$ cat config.mk
export PLATFORM = sky130hd
export DESIGN_NAME = brick_wall
export DESIGN_NICKNAME = d
export VERILOG_FILES = /design/src/rtl/brick_wall.sv
export SDC_FILE = /design/constraint.sdc
export NUM_CORES = 1
export LEC_CHECK = 0
export CELL_PAD_IN_SITES_DETAIL_PLACEMENT = 1
export CELL_PAD_IN_SITES_GLOBAL_PLACEMENT = 1
export CORE_ASPECT_RATIO = 1.4
export CORE_MARGIN = 5
export CORE_UTILIZATION = 44
export DETAILED_ROUTE_END_ITERATION = 8
export GPL_TIMING_DRIVEN = 0
export PLACE_DENSITY_LB_ADDON = 0.1
export SLEW_MARGIN = 20
export SYNTH_ARGS = -nofsm -noshare
export SYNTH_HDL_FRONTEND = slang
export SYNTH_SLANG_ARGS = --single-unit
$ cat constraint.sdc
create_clock -name clock -period 6.6 [get_ports clock]
set_input_delay 1.32 -clock clock [delete_from_list [all_inputs] [get_ports clock]]
set_output_delay 1.32 -clock clock [all_outputs]
set_load 0.005 [all_outputs]
$ cat src/rtl/brick_wall.sv
// Brick grid for the Breakout datapath: existence bitmap, per-frame collision scan FSM
// and a registered pixel-inside-live-brick flag for the colouring stage.
module brick_wall #(
    parameter int COLS    = 5,
    parameter int ROWS    = 2,
    parameter int X0      = 64,
    parameter int Y0      = 16,
    parameter int PITCH_X = 128,
    parameter int PITCH_Y = 32,
    parameter int HW      = 60,
    parameter int HH      = 12,
    parameter int R_BALL  = 8
) (
    input  logic       clock,
    input  logic       reset,
    input  logic       start,
    input  logic       frame_tick,
    input  logic [9:0] x_ball,
    input  logic [9:0] y_ball,
    input  logic [9:0] next_x,
    input  logic [9:0] next_y,
    output logic       area,
    output logic [3:0] area_row,
    output logic       hit_block,
    output logic       hit_block_up,
    output logic       hit_block_down,
    output logic       hit_block_left,
    output logic       hit_block_right,
    output logic [4:0] bricks_left,
    output logic       cleared
);

    localparam int N = ROWS * COLS;
    localparam logic [10:0] RX = 11'(HW + R_BALL);
    localparam logic [10:0] RY = 11'(HH + R_BALL);

    typedef enum logic [1:0] {StIdle, StScan, StHit} state_t;

    state_t       state;
    logic [3:0]   idx;
    logic [N-1:0] alive;
    logic [15:0]  alive_ext;

    function automatic logic [10:0] abs11(input logic signed [10:0] v);
        return v[10] ? 11'(-v) : 11'(v);
    endfunction

    assign cleared   = start && (bricks_left == 5'd0);
    assign alive_ext = 16'(alive);

    // Collision evaluation for the brick currently selected by idx
    logic signed [10:0] xc_sel, yc_sel, dx, dy;
    logic [10:0]        adx, ady, px, py;
    logic               overlap;

    always_comb begin
        xc_sel = '0;
        yc_sel = '0;
        for (int k = 0; k < N; k++) begin
            if (idx == 4'(k)) begin
                xc_sel = 11'(X0 + (k % COLS) * PITCH_X);
                yc_sel = 11'(Y0 + (k / COLS) * PITCH_Y);
            end
        end
        dx      = $signed({1'b0, x_ball}) - xc_sel;
        dy      = $signed({1'b0, y_ball}) - yc_sel;
        adx     = abs11(dx);
        ady     = abs11(dy);
        px      = RX - adx;
        py      = RY - ady;
        overlap = alive_ext[idx] && (adx < RX) && (ady < RY);
    end

    always_ff @(posedge clock) begin
        if (reset || !start) begin
            state           <= StIdle;
            idx             <= '0;
            alive           <= '1;
            bricks_left     <= 5'(N);
            hit_block       <= 1'b0;
            hit_block_up    <= 1'b0;
            hit_block_down  <= 1'b0;
            hit_block_left  <= 1'b0;
            hit_block_right <= 1'b0;
        end else begin
            hit_block       <= 1'b0;
            hit_block_up    <= 1'b0;
            hit_block_down  <= 1'b0;
            hit_block_left  <= 1'b0;
            hit_block_right <= 1'b0;
            case (state)
                StIdle: begin
                    if (frame_tick && !cleared) begin
                        state <= StScan;
                        idx   <= '0;
                    end
                end
                StScan: begin
                    if (overlap) begin
                        state     <= StHit;
                        hit_block <= 1'b1;
                        // Shallower penetration axis decides the face; ties go vertical
                        if (px < py) begin
                            hit_block_left  <= dx[10];
                            hit_block_right <= ~dx[10];
                        end else begin
                            hit_block_up    <= dy[10];
                            hit_block_down  <= ~dy[10];
                        end
                    end else if (idx == 4'(N - 1)) begin
                        state <= StIdle;
                    end else begin
                        idx <= idx + 4'd1;
                    end
                end
                StHit: begin
                    for (int k = 0; k < N; k++) begin
                        if (idx == 4'(k)) alive[k] <= 1'b0;
                    end
                    bricks_left <= bricks_left - 5'd1;
                    state       <= StIdle;
                end
                default: state <= StIdle;
            endcase
        end
    end

    // Pixel path: lowest-index live brick containing the pixel supplies the row
    logic       area_d;
    logic [3:0] row_d;

    always_comb begin
        area_d = 1'b0;
        row_d  = '0;
        for (int k = 0; k < N; k++) begin
            if (!area_d && alive[k] &&
                abs11($signed({1'b0, next_x}) - 11'(X0 + (k % COLS) * PITCH_X)) <= 11'(HW) &&
                abs11($signed({1'b0, next_y}) - 11'(Y0 + (k / COLS) * PITCH_Y)) <= 11'(HH)) begin
                area_d = 1'b1;
                row_d  = 4'(k / COLS);
            end
        end
    end

    always_ff @(posedge clock) begin
        if (reset) begin
            area     <= 1'b0;
            area_row <= '0;
        end else begin
            area     <= area_d;
            area_row <= row_d;
        end
    end

endmodule
==> load_flow_metrics.sql, run 1 <==
INSERT INTO impl_metrics (metric_group, metric, value, unit) VALUES
('layout', 'seq_area', '561', 'µm²'),
('global_routing', 'grt_start_max_net_pins', '17', ''),
('clock_tree', 'cts-hold-fix-buffers', '0', ''),
('layout', 'layout-area-overhead-vs-synth', '18.2', '%'),
('setup_path', 'critPathArrivalTime', '5.70', 'ns'),
('sta', 'max_freq', '180', 'MHz'),
('clock_tree', 'tritoncts', 'done', ''),
('die', 'core_area', '8980', 'µm²'),
('global_routing', 'grt_first_pass_wirelength', '20.7', 'mm'),
('worst_hold_path', 'min_path_type', 'reg2reg', ''),
('clock_tree', 'clock_pin_slew_of_the_registers_on_the_worst_case_setup_and_hold_paths', '0.07', 'ns'),
('layout', 'final_cell_area', '4780', 'µm²'),
('routing', 'wl', '12.6', 'mm'),
('layout', 'final_layout_size_suffix_gt1_frac', '0.0694', ''),
('sta', 'rsz0062_at_grt', 'no', ''),
('clock_tree', 'clock_tree.htree_level_count', '1', ''),
('logic_synthesis', 'number_of_enable_type_register_cells_in_the_synthesized_netlist', '0', ''),
('setup_path', 'timing.setup.critical_path_class', 'reg2reg', ''),
('global_routing', 'grt_antenna_before_repair', '0', ''),
('global_routing', 'global_route_usage_sum', '0.219', ''),
('sta', 'slew_headroom', '0.450', ''),
('power_and_ir_drop', 'share_comb_of_total_power', '0.426', ''),
('routing', 'drt_pre_antenna_iters', '4', ''),
('die', 'die_area', '11200', 'µm²'),
('setup_path', 'critical_path.max_fanout', '10', ''),
('clock_tree', 'cts_buffers', '3', ''),
('place', 'place_congestion', '0.834', ''),
('die', 'start_util', '0.450', ''),
('sta', 'drv_slew', '0', ''),
('power_and_ir_drop', 'p_leak', '1.80', 'nW'),
('routing', 'wl_per_cell', '17.3', 'µm'),
('power_and_ir_drop', 'p_seq_frac', '0.274', ''),
('power_and_ir_drop', 'p_sw', '0.216', 'mW'),
('power_and_ir_drop', 'ir_worst_vdd', '0.0000901', 'V'),
('run', 'maximum_capacitance_violations', '0', ''),
('sta', 'setup-tns-final', '0', 'ns'),
('worst_hold_path', 'holdPathStages', '2', ''),
('logic_synthesis', 'synth_sequential_area_ratio', '0.139', ''),
('setup_path', 'r2r_depth', '21', ''),
('sta', 'skew', '0.00188', 'ns'),
('power_and_ir_drop', 'post-layout-total-power', '0.620', 'mW'),
('clock_tree', 'post-cts-setup-buffer-count', '0', ''),
('sta', 'timing.final.crit_share', '0.841', ''),
('worst_hold_path', 'hold_path_startpoint', 'alive[0]$_SDFFE_PP1P_', ''),
('logic_synthesis', 'synthCells', '565', ''),
('logic_synthesis', 'ys_dominant_reg_cell', 'sky130_fd_sc_hd__dfxtp_1', ''),
('sta', 'timing.final.ws_setup', '1.05', 'ns'),
('place', 'numPortBuffers', '49', ''),
('layout', 'area_of_the_multi_input_gates', '3220', 'µm²'),
('die', 'die_y', '123', 'µm'),
('run_status', 'outcome', 'finished clean', ''),
('power_and_ir_drop', 'sw_frac_of_total', '0.348', ''),
('routing', 'vias', '4366', ''),
('place', 'place_ws', '1.03', 'ns'),
('global_routing', 'first_global_vias', '4559', ''),
('sta', 'setup-violations-final', '0', ''),
('logic_synthesis', 'synth_unique_cells', '92', ''),
('logic_synthesis', 'synth-seq-cells', '28', ''),
('routing', 'post_route_drc_violation_count', '0', ''),
('global_routing', 'grt-ovfl-total', '0', ''),
('logic_synthesis', 'synth-async-reset-ratio', '0', ''),
('power_and_ir_drop', 'internal-power', '0.404', 'mW'),
('setup_path', 'regToRegSetupSlack', '1.05', 'ns'),
('logic_synthesis', 'synthesis.yosys.warnings', '0', ''),
('die', 'floorplan.rows', '41', ''),
('clock_tree', 'root_buffer', 'sky130_fd_sc_hd__clkbuf_16', ''),
('routing', 'detail-route-antenna-nets', '0', ''),
('setup_path', 'worstPathRequired', '6.75', 'ns'),
('die', 'die_width', '91.0', 'µm'),
('routing', 'drt-vias-per-instance', '6.01', ''),
('routing', 'first_iter_violations', '144', '');
## cell type report
cell class                 instances  area share
clock buffer                       3      0.0157
clock inverter                     1     0.00628
timing repair buffer              49       0.103
inverter                          27      0.0212
sequential                        28       0.117
tap                              107      0.0280
multi-input combinational        476       0.673
buffer                            36      0.0359
## metrics by stage
| stage | std cells | hold WS, ns | util |
|---|---|---|---|
| CTS | 727 | 0.467 | 0.532 |
| global route | 727 | 0.506 | 0.532 |
| finish | 727 | 0.473 | 0.532 |
| global placement | 723 | 0.446 | 0.521 |
| floorplan | 567 | 0.432 | - |
| detailed placement | 723 | 0.457 | 0.521 |
## cells in the mapped netlist, drive strengths merged (4+ instances only)
master  number  area [µm²]
a211oi       6        45.0
a21boi       4        30.0
a21o         8        60.1
a21oi       31         159
a221oi       4        35.0
a22oi        5        42.5
a31oi        7        58.8
and3         4        25.0
buf         13        83.8
clkbuf      23        87.6
dfxtp       28         561
ha          31         388
inv         27         101
nand2       76         285
nand2b      12        75.1
nand3       14        70.1
nand4        6        37.5
nor2        54         213
nor2b       14        90.1
nor3        23         131
nor3b        6        55.1
nor4         8        56.3
nor4b        4        56.3
o211ai       7        52.6
o21ai       36         180
o31ai        4        30.0
or3          5        31.3
xnor2       25         219
xor2        12         105
## critical path, cell delays in order, from the launching register on
cell and delay (ns):
sky130_fd_sc_hd__dfxtp_1 0.50, sky130_fd_sc_hd__inv_1 0.15, sky130_fd_sc_hd__ha_1 0.20, sky130_fd_sc_hd__clkbuf_1 0.20, sky130_fd_sc_hd__o41ai_1 0.33, sky130_fd_sc_hd__o21ai_0 0.27
sky130_fd_sc_hd__ha_1 0.30, sky130_fd_sc_hd__fa_1 0.42, sky130_fd_sc_hd__nor3b_2 0.22, sky130_fd_sc_hd__nand2_1 0.12, sky130_fd_sc_hd__buf_2 0.23, sky130_fd_sc_hd__nand2_1 0.12
sky130_fd_sc_hd__o221ai_2 0.33, sky130_fd_sc_hd__nor2_1 0.10, sky130_fd_sc_hd__a31oi_1 0.20, sky130_fd_sc_hd__o22ai_1 0.13, sky130_fd_sc_hd__a22o_1 0.23, sky130_fd_sc_hd__ha_1 0.18
sky130_fd_sc_hd__or4_1 0.53, sky130_fd_sc_hd__a221oi_1 0.35, sky130_fd_sc_hd__o21a_1 0.25, sky130_fd_sc_hd__nor3b_1 0.07
## layer usage
layer,wire [µm],global-route usage,part of all wire
met5,0,0,0
met4,462,0.100,0.037
met3,178,0.0134,0.014
met2,7210,0.459,0.57
met1,4720,0.213,0.38
## worst paths after layout
path,to
min,alive[0]$_SDFFE_PP1P_
min reg2reg,alive[0]$_SDFFE_PP1P_
max reg2reg,hit_block_down$_SDFF_PP0_
max,hit_block_down$_SDFF_PP0_
## logic make-up after synthesis
family | synth area share
DFF | 0.139
AOI/OAI and AO/OA | 0.268
xor gates and xnor gates | 0.0802
muxes | 0.0244
other | 0.000928
and+or+nand+nor | 0.315
buffers and inverters | 0.0675
adders and majority gates | 0.106
## sequential cells by signal (all words and copies together), names as in the netlist
name and flops:
area_row 1, hit_block_right 1, bricks_left 5, state 2, area 1, alive 10, idx 4, hit_block_down 1
hit_block_left 1, hit_block 1, hit_block_up 1
## power by group through the flow
stage,combinational (mW),sequential (mW),clock [mW]
5_1_grt,0.293,0.170,0.193
2_1_floorplan,0.181,0.174,0
3_5_place_dp,0.262,0.174,0
6_report,0.264,0.170,0.186
3_3_place_gp,0.250,0.174,0
4_1_cts,0.264,0.170,0.188
## layout by cell type (no fill, tap or decap), types with 4 or more instances in the layout
cell type,count
sky130_fd_sc_hd__nand2_1,76
sky130_fd_sc_hd__nor2_1,52
sky130_fd_sc_hd__clkdlybuf4s50_1,49
sky130_fd_sc_hd__o21ai_0,33
sky130_fd_sc_hd__ha_1,31
sky130_fd_sc_hd__a21oi_1,30
sky130_fd_sc_hd__dfxtp_1,28
sky130_fd_sc_hd__inv_1,27
sky130_fd_sc_hd__xnor2_1,25
sky130_fd_sc_hd__clkbuf_1,22
sky130_fd_sc_hd__nor3_1,21
sky130_fd_sc_hd__nand3_1,14
sky130_fd_sc_hd__nor2b_1,13
sky130_fd_sc_hd__nand2b_1,12
sky130_fd_sc_hd__xor2_1,12
sky130_fd_sc_hd__a21o_1,8
sky130_fd_sc_hd__buf_2,7
sky130_fd_sc_hd__o211ai_1,7
sky130_fd_sc_hd__nor4_1,7
sky130_fd_sc_hd__a31oi_1,6
sky130_fd_sc_hd__nand4_1,6
sky130_fd_sc_hd__a211oi_1,6
sky130_fd_sc_hd__or3_1,5
sky130_fd_sc_hd__a221oi_1,4
sky130_fd_sc_hd__o31ai_1,4
sky130_fd_sc_hd__and3_1,4
sky130_fd_sc_hd__a22oi_1,4
sky130_fd_sc_hd__nor3b_1,4
Note: power is estimated with default switching activity, not from simulation.
==> run 2, diff against run 1 <==
--- a/config.mk
+++ b/config.mk
@@ -9,7 +9,7 @@
 export CELL_PAD_IN_SITES_GLOBAL_PLACEMENT = 1
 export CORE_ASPECT_RATIO = 1.4
 export CORE_MARGIN = 5
-export CORE_UTILIZATION = 44
+export CORE_UTILIZATION = 37
 export DETAILED_ROUTE_END_ITERATION = 8
 export GPL_TIMING_DRIVEN = 0
 export PLACE_DENSITY_LB_ADDON = 0.1
==> constraint.sdc (replaced) <==
create_clock -name clock -period 4.7 [get_ports clock]
set_input_delay 0.94 -clock clock [delete_from_list [all_inputs] [get_ports clock]]
set_output_delay 0.94 -clock clock [all_outputs]
set_load 0.005 [all_outputs]
==> load_flow_metrics.sql, run 2 (synthesis gave the netlist of run 1 again) <==
INSERT INTO impl_metrics (metric_group, metric, value, unit) VALUES
('power_and_ir_drop', 'share_comb_of_total_power', '0.456', ''),
('die', 'core_area', '10800', 'µm²'),
('power_and_ir_drop', 'internal-power', '0.596', 'mW'),
('place', 'dp_hpwl', '10.5', 'mm'),
('clock_tree', 'root_buffer', 'sky130_fd_sc_hd__clkbuf_16', ''),
('clock_tree', 'clock_sinks', '28', ''),
('sta', 'final_hold_vios', '0', ''),
('run', 'maximum_capacitance_violations', '0', ''),
('clock_tree', 'clockBufferDepth', '2', ''),
('die', 'die_y', '134', 'µm'),
('clock_tree', 'cts_buffers', '3', ''),
('setup_path', 'rr_endpoint', 'hit_block_down$_SDFF_PP0_', ''),
('setup_path', 'worstPathRequired', '4.85', 'ns'),
('power_and_ir_drop', 'ir_worst_vdd', '0.000112', 'V'),
('clock_tree', 'tritoncts', 'done', ''),
('clock_tree', 'clock_pin_slew_of_the_registers_on_the_worst_case_setup_and_hold_paths', '0.07', 'ns'),
('sta', 'timing.final.ws_setup', '0.126', 'ns'),
('sta', 'slew_headroom', '0.447', ''),
('power_and_ir_drop', 'p_sw', '0.327', 'mW'),
('global_routing', 'grt_antenna_before_repair', '0', ''),
('sta', 'drv_slew', '0', ''),
('die', 'floorplan.rows', '45', ''),
('power_and_ir_drop', 'p_leak', '1.94', 'nW'),
('worst_hold_path', 'holdPathStages', '2', ''),
('worst_hold_path', 'hold_path_startpoint', 'alive[0]$_SDFFE_PP1P_', ''),
('sta', 'final_worst_hold_slack', '0.469', 'ns'),
('setup_path', 'cp-end-kind', 'register', ''),
('global_routing', 'grt-ovfl-total', '0', ''),
('routing', 'first_iter_violations', '140', ''),
('layout', 'nFillCells', '1331', ''),
('setup_path', 'r2r_depth', '19', ''),
('global_routing', 'grt_first_pass_wirelength', '21.1', 'mm'),
('routing', 'vias', '4417', ''),
('clock_tree', 'clock_tree.htree_level_count', '1', ''),
('place', 'place_ws', '-0.837', 'ns'),
('layout', 'most-common-layout-cells', 'sky130_fd_sc_hd__nand2_1 (73), sky130_fd_sc_hd__nor2_1 (52), sky130_fd_sc_hd__clkdlybuf4s50_1 (49)', ''),
('place', 'numPortBuffers', '49', ''),
('power_and_ir_drop', 'p_seq_frac', '0.258', ''),
('setup_path', 'regToRegSetupSlack', '0.13', 'ns'),
('clock_tree', 'worst_skew_pair.late_latency', '0.28', 'ns'),
('setup_path', 'worst_r2r_startpoint', 'idx[0]$_SDFFE_PP0P_', ''),
('worst_hold_path', 'worst_hold_path.endpoint', 'alive[0]$_SDFFE_PP1P_', ''),
('layout', 'layout-area-overhead-vs-synth', '29.6', '%'),
('layout', 'layout_top_registers', 'alive (10), bricks_left (5), idx (4)', ''),
('setup_path', 'critical_path.max_fanout', '8', ''),
('sta', 'setup-violations-final', '0', ''),
('worst_hold_path', 'min_path_type', 'reg2reg', ''),
('layout', 'post-route-util', '0.487', ''),
('layout', 'diodes', '0', ''),
('layout', 'seq_area', '567', 'µm²'),
('layout', 'largest_register', 'alive', ''),
('power_and_ir_drop', 'power.share.clock', '0.285', ''),
('layout', 'final_layout_size_suffix_gt1_frac', '0.157', ''),
('routing', 'drt-vias-per-instance', '5.67', ''),
('layout', 'final_common_cell', 'sky130_fd_sc_hd__nand2_1', ''),
('routing', 'post_route_drc_violation_count', '0', ''),
('die', 'start_util', '0.376', ''),
('sta', 'worstMarginPinSlew', '0.822', 'ns'),
('sta', 'min_period', '4.57', 'ns'),
('run_status', 'outcome', 'finished clean', ''),
('global_routing', 'grt_start_max_net_pins', '17', ''),
('setup_path', 'timing.setup.critical_path_class', 'reg2reg', ''),
('die', 'die_area', '13100', 'µm²'),
('setup_path', 'critPathArrivalTime', '4.73', 'ns'),
('power_and_ir_drop', 'pwr_density_cell', '176', 'nW/µm²'),
('layout', 'layout.nets', '716', ''),
('routing', 'wl', '13.4', 'mm'),
('die', 'die_width', '98.3', 'µm'),
('setup_path', 'start_kind', 'register', ''),
('global_routing', 'global_route_usage_sum', '0.190', ''),
('layout', 'largest_reg_flops', '10', ''),
('sta', 'max_freq', '219', 'MHz'),
('routing', 'detail-route-antenna-nets', '0', ''),
('die', 'ios', '60', ''),
('place', 'place_congestion', '0.821', ''),
('sta', 'timing.final.crit_share', '0.973', ''),
('routing', 'wl_per_cell', '17.3', 'µm'),
('global_routing', 'first_global_vias', '4664', ''),
('sta', 'skew', '0.00299', 'ns'),
('power_and_ir_drop', 'sw_frac_of_total', '0.354', ''),
('layout', 'area_of_the_multi_input_gates', '3470', 'µm²'),
('routing', 'drt_pre_antenna_iters', '4', '');
[run 2: cell type report]
class,instances,share of cell area
Multi-Input combinational cell,476,0.662
Timing Repair Buffer,71,0.125
Sequential cell,28,0.108
Tap cell,141,0.0337
Buffer,32,0.0318
Inverter,27,0.0194
Clock buffer,3,0.0143
Clock inverter,1,0.00573
[run 2: layer usage]
metal / up-vias / wire [µm] / track usage
li1: 2195 / - / -
met1: 2129 / 4930 / 0.181
met2: 58 / 7820 / 0.401
met3: 35 / 211 / 0.0168
met4: 0 / 476 / 0.0729
met5: - / 0 / 0
[run 2: worst max path at each step]
stage / startpoint / endpoint / slack (ns) / cells past startpoint
6_report: idx[0]$_SDFFE_PP0P_ / hit_block_down$_SDFF_PP0_ / 0.13 / 19
2_1_floorplan: idx[0]$_SDFFE_PP0P_ / hit_block_down$_SDFF_PP0_ / 0.13 / 21
3_3_place_gp: idx[1]$_SDFFE_PP0P_ / hit_block_down$_SDFF_PP0_ / -0.68 / 20
5_1_grt: idx[0]$_SDFFE_PP0P_ / hit_block_down$_SDFF_PP0_ / -0.02 / 22
3_5_place_dp: idx[0]$_SDFFE_PP0P_ / hit_block_down$_SDFF_PP0_ / -0.84 / 21
4_1_cts: idx[0]$_SDFFE_PP0P_ / hit_block_down$_SDFF_PP0_ / 0.004 / 20
[run 2: power by group through the flow]
stage	combinational, mW	sequential (mW)	clock (mW)
global placement	0.355	0.244	0
CTS	0.390	0.239	0.269
global route	0.462	0.239	0.276
floorplan	0.254	0.244	0
finish	0.421	0.238	0.263
detailed placement	0.369	0.245	0
[run 2: per-stage QoR]
| step | std cells | setup TNS, ns | cell area (µm²) | power (mW) |
|---|---|---|---|---|
| 6_report | 779 | 0 | 5240 | 0.923 |
| 5_1_grt | 779 | -0.0241 | 5240 | 0.976 |
| 4_1_cts | 760 | 0 | 4980 | 0.898 |
| 3_5_place_dp | 757 | -3.29 | 4720 | 0.614 |
| 3_3_place_gp | 757 | -2.58 | 4720 | 0.599 |
| 2_1_floorplan | 567 | 0 | 4050 | 0.499 |
[run 2: repair_timing]
action / CTS / global route
buffers inserted: 3 / 19
endpoints found under the setup margin: 4 / 4
resized for setup: 36 / 25
hold buffers: 0 / 0
hold endpoints to repair: 0 / 0
pin swaps: 7 / 17
[run 2: worst max-delay path: stages, from the launching register on]
cell	delay [ns]
sky130_fd_sc_hd__dfxtp_4	0.36
sky130_fd_sc_hd__buf_8	0.14
sky130_fd_sc_hd__inv_2	0.10
sky130_fd_sc_hd__ha_4	0.19
sky130_fd_sc_hd__nor2b_1	0.20
sky130_fd_sc_hd__nand2_1	0.10
sky130_fd_sc_hd__o21a_1	0.12
sky130_fd_sc_hd__o32a_1	0.22
sky130_fd_sc_hd__fa_2	0.42
sky130_fd_sc_hd__a21o_4	0.27
sky130_fd_sc_hd__a21oi_4	0.26
sky130_fd_sc_hd__o21ai_0	0.17
sky130_fd_sc_hd__xor2_1	0.26
sky130_fd_sc_hd__nand4_1	0.15
sky130_fd_sc_hd__xor2_1	0.17
sky130_fd_sc_hd__ha_1	0.22
sky130_fd_sc_hd__or4_4	0.49
sky130_fd_sc_hd__a221oi_2	0.30
sky130_fd_sc_hd__o21a_1	0.23
sky130_fd_sc_hd__nor3b_1	0.08
==> run 3, diff against run 2 <==
--- a/config.mk
+++ b/config.mk
@@ -11,7 +11,6 @@
 export CORE_MARGIN = 5
 export CORE_UTILIZATION = 37
 export DETAILED_ROUTE_END_ITERATION = 8
-export GPL_TIMING_DRIVEN = 0
 export PLACE_DENSITY_LB_ADDON = 0.1
 export SLEW_MARGIN = 20
 export SYNTH_ARGS = -nofsm -noshare
==> load_flow_metrics.sql, run 3 (synthesis gave the netlist of run 1 again) <==
INSERT INTO impl_metrics (metric_group, metric, value, unit) VALUES
('sta', 'setup-violations-final', '0', ''),
('sta', 'final_hold_vios', '0', ''),
('routing', 'wl', '13.5', 'mm'),
('routing', 'drt_pre_antenna_iters', '4', ''),
('layout', 'layout_top_registers', 'alive (10), bricks_left (5), idx (4)', ''),
('layout', 'fin_cells', '796', ''),
('die', 'core_area', '10800', 'µm²'),
('setup_path', 'worst_r2r_startpoint', 'idx[1]$_SDFFE_PP0P_', ''),
('layout', 'largest_reg_flops', '10', ''),
('setup_path', 'slowest_stage', 'sky130_fd_sc_hd__or4_1', ''),
('layout', 'diodes', '0', ''),
('setup_path', 'cp-end-kind', 'register', ''),
('setup_path', 'critical_path.startpoint', 'y_ball[4]', ''),
('sta', 'min_period', '4.45', 'ns'),
('die', 'ios', '60', ''),
('routing', 'detail-route-antenna-nets', '0', ''),
('power_and_ir_drop', 'sw_frac_of_total', '0.342', ''),
('power_and_ir_drop', 'p_leak', '2.05', 'nW'),
('power_and_ir_drop', 'pwr_density_cell', '176', 'nW/µm²'),
('setup_path', 'critPathArrivalTime', '4.66', 'ns'),
('setup_path', 'worstPathRequired', '4.92', 'ns'),
('clock_tree', 'tritoncts', 'done', ''),
('clock_tree', 'cts_buffers', '3', ''),
('die', 'die_width', '98.3', 'µm'),
('clock_tree', 'clock_sinks', '28', ''),
('run', 'maximum_capacitance_violations', '0', ''),
('power_and_ir_drop', 'internal-power', '0.609', 'mW'),
('place', 'post-place-cells', '792', ''),
('worst_hold_path', 'hold_path_startpoint', 'alive[2]$_SDFFE_PP1P_', ''),
('routing', 'vias', '4472', ''),
('power_and_ir_drop', 'post-layout-total-power', '0.926', 'mW'),
('clock_tree', 'clockBufferDepth', '2', ''),
('routing', 'wl_per_cell', '16.9', 'µm'),
('routing', 'drt-vias-per-instance', '5.62', ''),
('clock_tree', 'clock_pin_slew_of_the_registers_on_the_worst_case_setup_and_hold_paths', '0.07', 'ns'),
('die', 'floorplan.rows', '45', ''),
('clock_tree', 'worst_skew_pair.late_latency', '0.28', 'ns'),
('die', 'die_area', '13100', 'µm²'),
('power_and_ir_drop', 'share_comb_of_total_power', '0.458', ''),
('sta', 'timing.final.ws_setup', '0.254', 'ns'),
('layout', 'most-common-layout-cells', 'sky130_fd_sc_hd__nand2_1 (74), sky130_fd_sc_hd__buf_4 (64), sky130_fd_sc_hd__clkdlybuf4s50_1 (56)', ''),
('sta', 'slew_headroom', '0.415', ''),
('die', 'start_util', '0.376', ''),
('die', 'die_y', '134', 'µm'),
('global_routing', 'grt-ovfl-total', '0', ''),
('sta', 'drv_slew', '0', ''),
('clock_tree', 'root_buffer', 'sky130_fd_sc_hd__clkbuf_16', ''),
('layout', 'layout-area-overhead-vs-synth', '30.2', '%'),
('setup_path', 'timing.setup.critical_path_class', 'in2reg', ''),
('setup_path', 'critical_path.max_fanout', '3', ''),
('power_and_ir_drop', 'ir_worst_vdd', '0.000114', 'V'),
('setup_path', 'critical_path.cell_chain', 'clkdlybuf4s50_1, inv_1, ha_1, fa_2, or3b_4, or3_1, o221ai_2, nor2_1, a31oi_1, o22ai_1, a22o_1, ha_1, or4_1, a221oi_2, o211ai_1, nor2_1', ''),
('worst_hold_path', 'min_path_type', 'reg2reg', ''),
('clock_tree', 'post-cts-setup-buffer-count', '0', ''),
('global_routing', 'grt_antenna_before_repair', '0', ''),
('sta', 'setup-tns-final', '0', 'ns'),
('place', 'dp_hpwl', '11.2', 'mm'),
('global_routing', 'grt_start_max_net_pins', '19', ''),
('sta', 'max_freq', '225', 'MHz'),
('power_and_ir_drop', 'power.share.clock', '0.283', ''),
('sta', 'skew', '0.00446', 'ns'),
('layout', 'final_common_cell', 'sky130_fd_sc_hd__nand2_1', ''),
('run_status', 'outcome', 'finished clean', ''),
('setup_path', 'critical-path-max-stage-delay', '0.54', 'ns'),
('layout', 'final_layout_size_suffix_gt1_frac', '0.163', ''),
('power_and_ir_drop', 'p_sw', '0.316', 'mW'),
('clock_tree', 'clock_tree.htree_level_count', '1', ''),
('place', 'numPortBuffers', '56', ''),
('routing', 'post_route_drc_violation_count', '0', ''),
('layout', 'layout.nets', '733', ''),
('global_routing', 'grt_first_pass_wirelength', '22.5', 'mm'),
('sta', 'timing.final.crit_share', '0.946', ''),
('setup_path', 'start_kind', 'input port', ''),
('global_routing', 'global_route_usage_sum', '0.202', ''),
('sta', 'worstMarginPinSlew', '0.868', 'ns'),
('place', 'place_ws', '-0.139', 'ns'),
('clock_tree', 'cts-hold-fix-buffers', '0', ''),
('place', 'place_congestion', '0.839', ''),
('global_routing', 'first_global_vias', '4781', ''),
('layout', 'largest_register', 'alive', ''),
('power_and_ir_drop', 'p_seq_frac', '0.258', ''),
('routing', 'first_iter_violations', '107', '');
[run 3: power groups by stage]
stage                     combinational [mW]  clock (mW)  sequential, mW
after floorplan                        0.254           0           0.244
after global routing                   0.472       0.273           0.239
after detailed placement               0.411           0           0.245
final                                  0.424       0.262           0.239
after CTS                              0.414       0.265           0.239
after global placement                 0.394           0           0.245
[run 3: per-layer routing]
metal,global-route usage,vias up,routed length [µm]
met3,0.0141,22,188
li1,-,2222,-
met4,0.0607,0,354
met1,0.199,2183,4890
met5,0,-,0
met2,0.431,45,8040
[run 3: final cells by class]
class | count | area (µm²)
clock buffers | 3 | 75.1
clock inverters | 1 | 30.0
fillers | 1381 | 5490
inverters | 27 | 101
multi-input cells | 476 | 3280
flip-flops and latches | 28 | 562
well taps | 141 | 176
repair buffers | 120 | 1040
[run 3: worst max-delay path: cells and delay by family]
family	cells	cell delay (ns)
and+or+nand+nor	5	1.54
AOI/OAI and AO/OA	6	1.13
adders and majority gates	3	0.58
buffers and inverters	2	0.46
[run 3: worst paths after layout]
check	end	slack, ns	cells after the start
worst min register to register	alive[2]$_SDFFE_PP1P_	0.48	2
worst max-delay path	hit_block_left$_SDFF_PP0_	0.25	16
worst max register to register	hit_block_left$_SDFF_PP0_	0.26	20
worst min-delay path	alive[2]$_SDFFE_PP1P_	0.48	2
[run 3: per-stage QoR]
step	hold slack (ns)	utilization	instance area [µm²]
after floorplan	0.432	-	4050
after global placement	0.457	0.474	5100
after detailed placement	0.464	0.474	5100
after CTS	0.475	0.484	5200
after global routing	0.478	0.490	5270
final	0.478	0.490	5270
[run 3: repair_timing]
action,CTS,global route
gates resized for setup,1,15
endpoints found under the setup margin,3,4
cloned,0,0
pin swaps,0,6
